`src/rtl/counter_sequencer_pkg.sv`:
```
// Shared types and constants for the counter run-control sequencer.
// Latency: n/a (types only); backpressure: n/a.
package counter_sequencer_pkg;

    localparam int STATE_W = 2;

    typedef enum logic [STATE_W-1:0] {
        ST_IDLE  = 2'b00,
        ST_RUN   = 2'b01,
        ST_PAUSE = 2'b10,
        ST_DONE  = 2'b11
    } seq_state_t;

    function automatic logic is_active(input seq_state_t s);
        return (s == ST_RUN) || (s == ST_PAUSE);
    endfunction

endpackage

```
`src/rtl/counter_sequencer_if.sv`:
```
// Control/status bundle between software-visible run-control bits and the sequencer.
// Latency: n/a (wiring only); backpressure: none, commands are level-sampled each clock.
interface counter_sequencer_if #(
    parameter int WIDTH = 4
);
    import counter_sequencer_pkg::*;

    logic               start;
    logic               pause;
    logic               clear;
    logic [WIDTH-1:0]   limit;
    logic               periodic;
    logic [WIDTH-1:0]   q;
    logic               tick;
    logic               done;
    logic               busy;
    logic [STATE_W-1:0] state;

    modport master (
        output start, pause, clear, limit, periodic,
        input  q, tick, done, busy, state
    );

    modport slave (
        input  start, pause, clear, limit, periodic,
        output q, tick, done, busy, state
    );

endinterface

```
`src/rtl/counter_sequencer_binary_counter.sv`:
```
// Plain up-counter with synchronous clear (dominant) and count enable, wraps mod 2^WIDTH.
// Latency: 1 clock from clr/en to q; backpressure: none.
module binary_counter #(
    parameter int WIDTH = 4
) (
    input  logic             clk,
    input  logic             reset,
    input  logic             clr,
    input  logic             en,
    output logic [WIDTH-1:0] q
);

    localparam logic [WIDTH-1:0] ONE = {{(WIDTH-1){1'b0}}, 1'b1};

    always_ff @(posedge clk or negedge reset) begin
        if (!reset) begin
            q <= '0;
        end else if (clr) begin
            q <= '0;
        end else if (en) begin
            q <= q + ONE;
        end
    end

endmodule

```
`src/rtl/counter_sequencer.sv`:
```
// Start/pause/clear run-control FSM driving a binary counter; one-shot or periodic wrap with tick.
// Latency: 1 clock from command to state/q change; backpressure: none, commands act every edge.
module counter_sequencer
    import counter_sequencer_pkg::*;
#(
    parameter int WIDTH = 4
) (
    input  logic                clk,
    input  logic                reset,
    counter_sequencer_if.slave  bus
);

    seq_state_t       st;
    logic [WIDTH-1:0] limit_r;
    logic             periodic_r;
    logic             tick_r;
    logic [WIDTH-1:0] cnt_q;
    logic             at_term;
    logic             cnt_clr;
    logic             cnt_en;
    logic             latch_start;
    logic             run_step;

    assign at_term     = (cnt_q == limit_r);
    assign latch_start = ((st == ST_IDLE) || (st == ST_DONE)) && bus.start;
    // RUN edge that is neither aborted nor paused; pause beats a coincident terminal count.
    assign run_step    = (st == ST_RUN) && !bus.clear && !bus.pause;

    always_comb begin
        cnt_clr = 1'b0;
        cnt_en  = 1'b0;
        if (bus.clear || latch_start) begin
            cnt_clr = 1'b1;
        end else if (run_step) begin
            cnt_clr = at_term;
            cnt_en  = !at_term;
        end
    end

    binary_counter #(
        .WIDTH (WIDTH)
    ) u_cnt (
        .clk   (clk),
        .reset (reset),
        .clr   (cnt_clr),
        .en    (cnt_en),
        .q     (cnt_q)
    );

    always_ff @(posedge clk or negedge reset) begin
        if (!reset) begin
            st         <= ST_IDLE;
            limit_r    <= '0;
            periodic_r <= 1'b0;
            tick_r     <= 1'b0;
        end else begin
            tick_r <= 1'b0;
            if (bus.clear) begin
                st <= ST_IDLE;
            end else begin
                case (st)
                    ST_IDLE, ST_DONE: begin
                        if (bus.start) begin
                            st         <= ST_RUN;
                            limit_r    <= bus.limit;
                            periodic_r <= bus.periodic;
                        end
                    end
                    ST_RUN: begin
                        if (bus.pause) begin
                            st <= ST_PAUSE;
                        end else if (at_term) begin
                            tick_r <= 1'b1;
                            st     <= periodic_r ? ST_RUN : ST_DONE;
                        end
                    end
                    ST_PAUSE: begin
                        if (bus.start) begin
                            st <= ST_RUN;
                        end
                    end
                    default: st <= ST_IDLE;
                endcase
            end
        end
    end

    assign bus.q     = cnt_q;
    assign bus.tick  = tick_r;
    assign bus.state = st;
    assign bus.done  = (st == ST_DONE);
    assign bus.busy  = is_active(st);

endmodule

```
`src/flat_wrapper.sv`:
```
// flat-port wrapper written by rule: the top's interface ports become plain ports
module counter_sequencer_flat import counter_sequencer_pkg::*;
#(
    parameter int WIDTH = 4
)
  (clk, reset, bus_start, bus_pause, bus_clear, bus_limit, bus_periodic, bus_q, bus_tick, bus_done, bus_busy, bus_state);
  counter_sequencer_if #(.WIDTH(WIDTH)) bus_i ();
  input  logic clk;
  input  logic reset;
  input wire logic [$bits(bus_i.start)-1:0] bus_start;
  input wire logic [$bits(bus_i.pause)-1:0] bus_pause;
  input wire logic [$bits(bus_i.clear)-1:0] bus_clear;
  input wire logic [$bits(bus_i.limit)-1:0] bus_limit;
  input wire logic [$bits(bus_i.periodic)-1:0] bus_periodic;
  output wire logic [$bits(bus_i.q)-1:0] bus_q;
  output wire logic [$bits(bus_i.tick)-1:0] bus_tick;
  output wire logic [$bits(bus_i.done)-1:0] bus_done;
  output wire logic [$bits(bus_i.busy)-1:0] bus_busy;
  output wire logic [$bits(bus_i.state)-1:0] bus_state;
  assign bus_i.start = bus_start;
  assign bus_i.pause = bus_pause;
  assign bus_i.clear = bus_clear;
  assign bus_i.limit = bus_limit;
  assign bus_i.periodic = bus_periodic;
  assign bus_q = bus_i.q;
  assign bus_tick = bus_i.tick;
  assign bus_done = bus_i.done;
  assign bus_busy = bus_i.busy;
  assign bus_state = bus_i.state;
  counter_sequencer #(.WIDTH(WIDTH)) u_core (.clk(clk), .reset(reset), .bus(bus_i));
endmodule
```
`config.mk`:
```
export PLATFORM = sky130hd
export DESIGN_NAME = counter_sequencer_flat
export DESIGN_NICKNAME = d
export VERILOG_FILES = /design/src/rtl/counter_sequencer_pkg.sv /design/src/rtl/counter_sequencer_if.sv /design/src/rtl/counter_sequencer_binary_counter.sv /design/src/rtl/counter_sequencer.sv /design/src/flat_wrapper.sv
export SDC_FILE = /design/constraint.sdc
export NUM_CORES = 1
export LEC_CHECK = 0
export BUFFER_PORTS_ARGS = -buffer_cell sky130_fd_sc_hd__buf_2
export CAP_MARGIN = 20
export CORE_MARGIN = 1
export CORE_UTILIZATION = 37
export CTS_BUF_LIST = sky130_fd_sc_hd__clkbuf_8
export DETAILED_ROUTE_END_ITERATION = 6
export SYNTH_ARGS = -nofsm -noshare
export SYNTH_HDL_FRONTEND = slang
export SYNTH_HIERARCHICAL = 1
export SYNTH_SLANG_ARGS = --single-unit
export TNS_END_PERCENT = 10
```
`constraint.sdc`:
```
create_clock -name clk -period 3.8 [get_ports clk]
set_clock_uncertainty 0.15 [all_clocks]
set_input_delay 0.19 -clock clk [delete_from_list [all_inputs] [get_ports clk]]
set_output_delay 0.19 -clock clk [all_outputs]
set_load 0.03 [all_outputs]
```
==> key figures <==
Final layout
  • Multi-input logic area: between 300 and 400 um2
  • Final Instance Area: roughly 800 um2
  • Area growth, synth to finish: 28.3%
  • Non-Filler Instances: 89
  • Register area: around 300 um2
  • Antenna Cells: 0
  • Final design utilization: 0.515
  • Proportion of layout cells with a drive suffix above 1: 0.425
  • Final net count: 87
  • Fillers: 147

Die
  • Core box area: 0.00154 mm2
  • Die Span X: about 43 um
  • I/O pins: 19
  • Initial Utilization: 0.401
  • Row count: 14
  • Die H: between 40 and 50 um
  • Die area: about 0.0018 mm2

Synthesis
  • Mapped Cells: 50
  • Yosys cell types: 19
  • Cell Area, Synth: roughly 620 um2
  • Synthesized net count: 63
  • Cell with the most instances after synthesis: dfrtp_1
  • Post-synth EDFFs: 0
  • Synthesized flop and latch total: 12
  • Area leader, netlist: dfrtp_1
  • Share of the synthesized area in the top cell type: 0.486
  • Synth cell count leaders: dfrtp_1 (12), mux2_2 (5), xnor2_1 (5)
  • Sequential share of the synthesized area: 0.486
  • Synth Area per Inst: between 10 and 15 um2
  • Top FF cell, synth: dfrtp_1
  • Synth top area cells: dfrtp_1 (49%), mux2_2 (9.1%), xnor2_1 (7.1%), ha_1 (6.1%), mux2_4 (4.9%)
  • YS warnings: 6
  • Asr flop ratio synth: 1.00

Pwr
  • Power, Total: around 0.48 mW
  • Switch Pwr: roughly 0.15 mW
  • Internal power: ~0.33 mW
  • Max VDD drop: 0.315 mV
  • Sw Ratio: 0.318
  • Sequential share of power: 0.392
  • Combinational share of power: 0.329
  • Clock network power share: 0.280
  • Leak: 0.390 nW
  • PwrDens: between 600 and 700 mW/mm2

Global routing
  • GRT Overall Usage: 0.133
  • Initial antenna violation count: 0
  • First-pass GRT wire length: 1.83 mm
  • Largest net degree at the start of global routing: 13
  • Gr ovfl total: 0
  • Number of global-route vias before repair: ~460

Clock tree
  • CTS tree: built
  • Root buf cell: clkbuf_8
  • Sink Count: 12
  • Clock transition at path regs: around 0.05 ns
  • CTS Buffer Depth: 2
  • Postcts setup bufs: 0
  • Clock latency on the worst-skew pair: approximately 0.24 ns
  • H-tree depth: 1
  • Clock buffer count from CTS: 3
  • CTS resizes: 0

Route
  • Vias/cell: ~5
  • Initial drt markers: 5
  • Avg WL per Cell: 11.8 um
  • Routed via count: around 440
  • Antenna-violating nets left: 0
  • Detailed-route wire length: between 1 and 1.5 mm
  • DR DRC count: 0
  • Router iterations before antenna repair: 2

Worst setup path
  • CP Cell Sequence: inv_1 > ha_1 > or3b_1 > a41o_1 > a21oi_1 > nand4_1 > mux2_4
  • Crit-path leading delay family: compound AO/OA/AOI/OAI gates
  • Crit path kind: reg -> reg
  • CP Buf/Inv Count: 1
  • Reg2reg setup slack: roughly 1.4 ns
  • Worst EP arrival: approximately 2.4 ns
  • Largest stage delay, worst path: around 0.41 ns
  • Startpoint types: register
  • Crit path max fanout: 5
  • CP max-delay cell: dfrtp_1
  • Critical Path End Type: register
  • Worst Path Required: 3.77 ns

Timing
  • Slew @ Worst Pin: roughly 0.46 ns
  • Slew HR: 0.690
  • Setup TNS: 0 ns
  • Period minus WS final: roughly 2.4 ns
  • Tcrit/Tclk final: 0.641
  • Final Hold Fails: 0
  • Fin. max-slew vios: 0
  • Final setup violation count: 0
  • Unrepaired setup endpoints after global routing: no
  • Max Fclk: a little over 400 MHz

Placement
  • Port Buf Inserts: 18
  • Placed insts: 84
  • Cell Area, Placed: 728 um2
  • Routability cong.: ~0.77

Hold path
  • Min-delay worst type: in -> reg

Flow run
  • Max Cap Viol: 0

Run status
  • Outcome: finished, final reports clean
kinds of logic (layout without fill, tap and decap cells):
kind of cell	after synthesis	in the layout	share of synthesized area
flops	12	12	0.486
mux	8	8	0.156
xor+xnor	5	5	0.0708
simple gates	12	12	0.115
fa+ha+maj	3	3	0.0607
buf+inv	2	25	0.0122
compound gates	8	8	0.0992
sequential cells by signal, summed over array words and instances (netlist names):
| signal | cells |
|---|---|
| u_core/bus.state | 2 |
| u_core/bus.tick | 1 |
| u_core/limit_r | 4 |
| u_core/periodic_r | 1 |
| u_core/u_cnt/q | 4 |
cell type report:
class                   count  share of cell area
flip-flops and latches     12               0.379
repair buffers             19               0.126
clock buffers               4              0.0694
well taps                  16              0.0252
multi-input cells          36               0.391
inverters                   2             0.00946
power by group through the flow:
| stage | clock network [mW] | logic, mW | registers [mW] |
|---|---|---|---|
| after floorplan | 0 | 0.111 | 0.197 |
| after global placement | 0 | 0.157 | 0.189 |
| after detailed placement | 0 | 0.159 | 0.192 |
| after CTS | 0.140 | 0.161 | 0.190 |
| after global routing | 0.144 | 0.172 | 0.193 |
| final | 0.135 | 0.159 | 0.189 |
cell usage in the layout (no fill, tap or decap):
master and instances:
buf_2 18, dfrtp_1 12, xnor2_1 5, mux2_2 5, clkbuf_8 4, nor2_1 4
a21oi_1 3, ha_1 3, inv_1 2, nand4_1 2, nand3b_1 2, mux2_4 2
nor2b_1 2, dlygate4sd3_1 1, or3b_1 1, a211o_1 1, a41o_1 1, o31ai_1 1
nor3b_1 1, a22o_2 1, a21bo_2 1, mux2i_1 1
through the flow:
stage | worst slack (ns) | hold slack [ns]
floorplan | 1.38 | -0.256
global placement | 1.41 | -0.0701
detailed placement | 1.37 | -0.0658
CTS | 1.35 | 0.0243
global route | 1.19 | 0.0205
finish | 1.36 | 0.0297
path summary, 6_finish.rpt:
kind	startpoint	to	cells after the start
setup / recovery	u_core/bus.state[1]	u_core/u_cnt/q[3]	7
max in group asynchronous	reset	u_core/u_cnt/q[3]	2
hold reg to reg	u_core/periodic_r	u_core/periodic_r	1
setup reg to reg	u_core/bus.state[1]	u_core/u_cnt/q[3]	7
min in group asynchronous	reset	u_core/bus.state[1]	2
hold / removal	bus_limit[1]	u_core/limit_r[1]	2
timing repair:
| item | in CTS | in global routing |
|---|---|---|
| endpoints found under the setup margin | 0 | 0 |
| hold endpoints to repair | 12 | 0 |
| hold buffers | 1 | 0 |
metal layers:
metal / up-vias / global-route usage / part of all wire
met3: 0 / 0.0638 / 0.056
li1: 226 / - / -
met2: 13 / 0.218 / 0.49
met4: 0 / 0.0188 / 0
met5: - / 0 / 0
met1: 203 / 0.161 / 0.45
(Power assumes the default switching activity.)
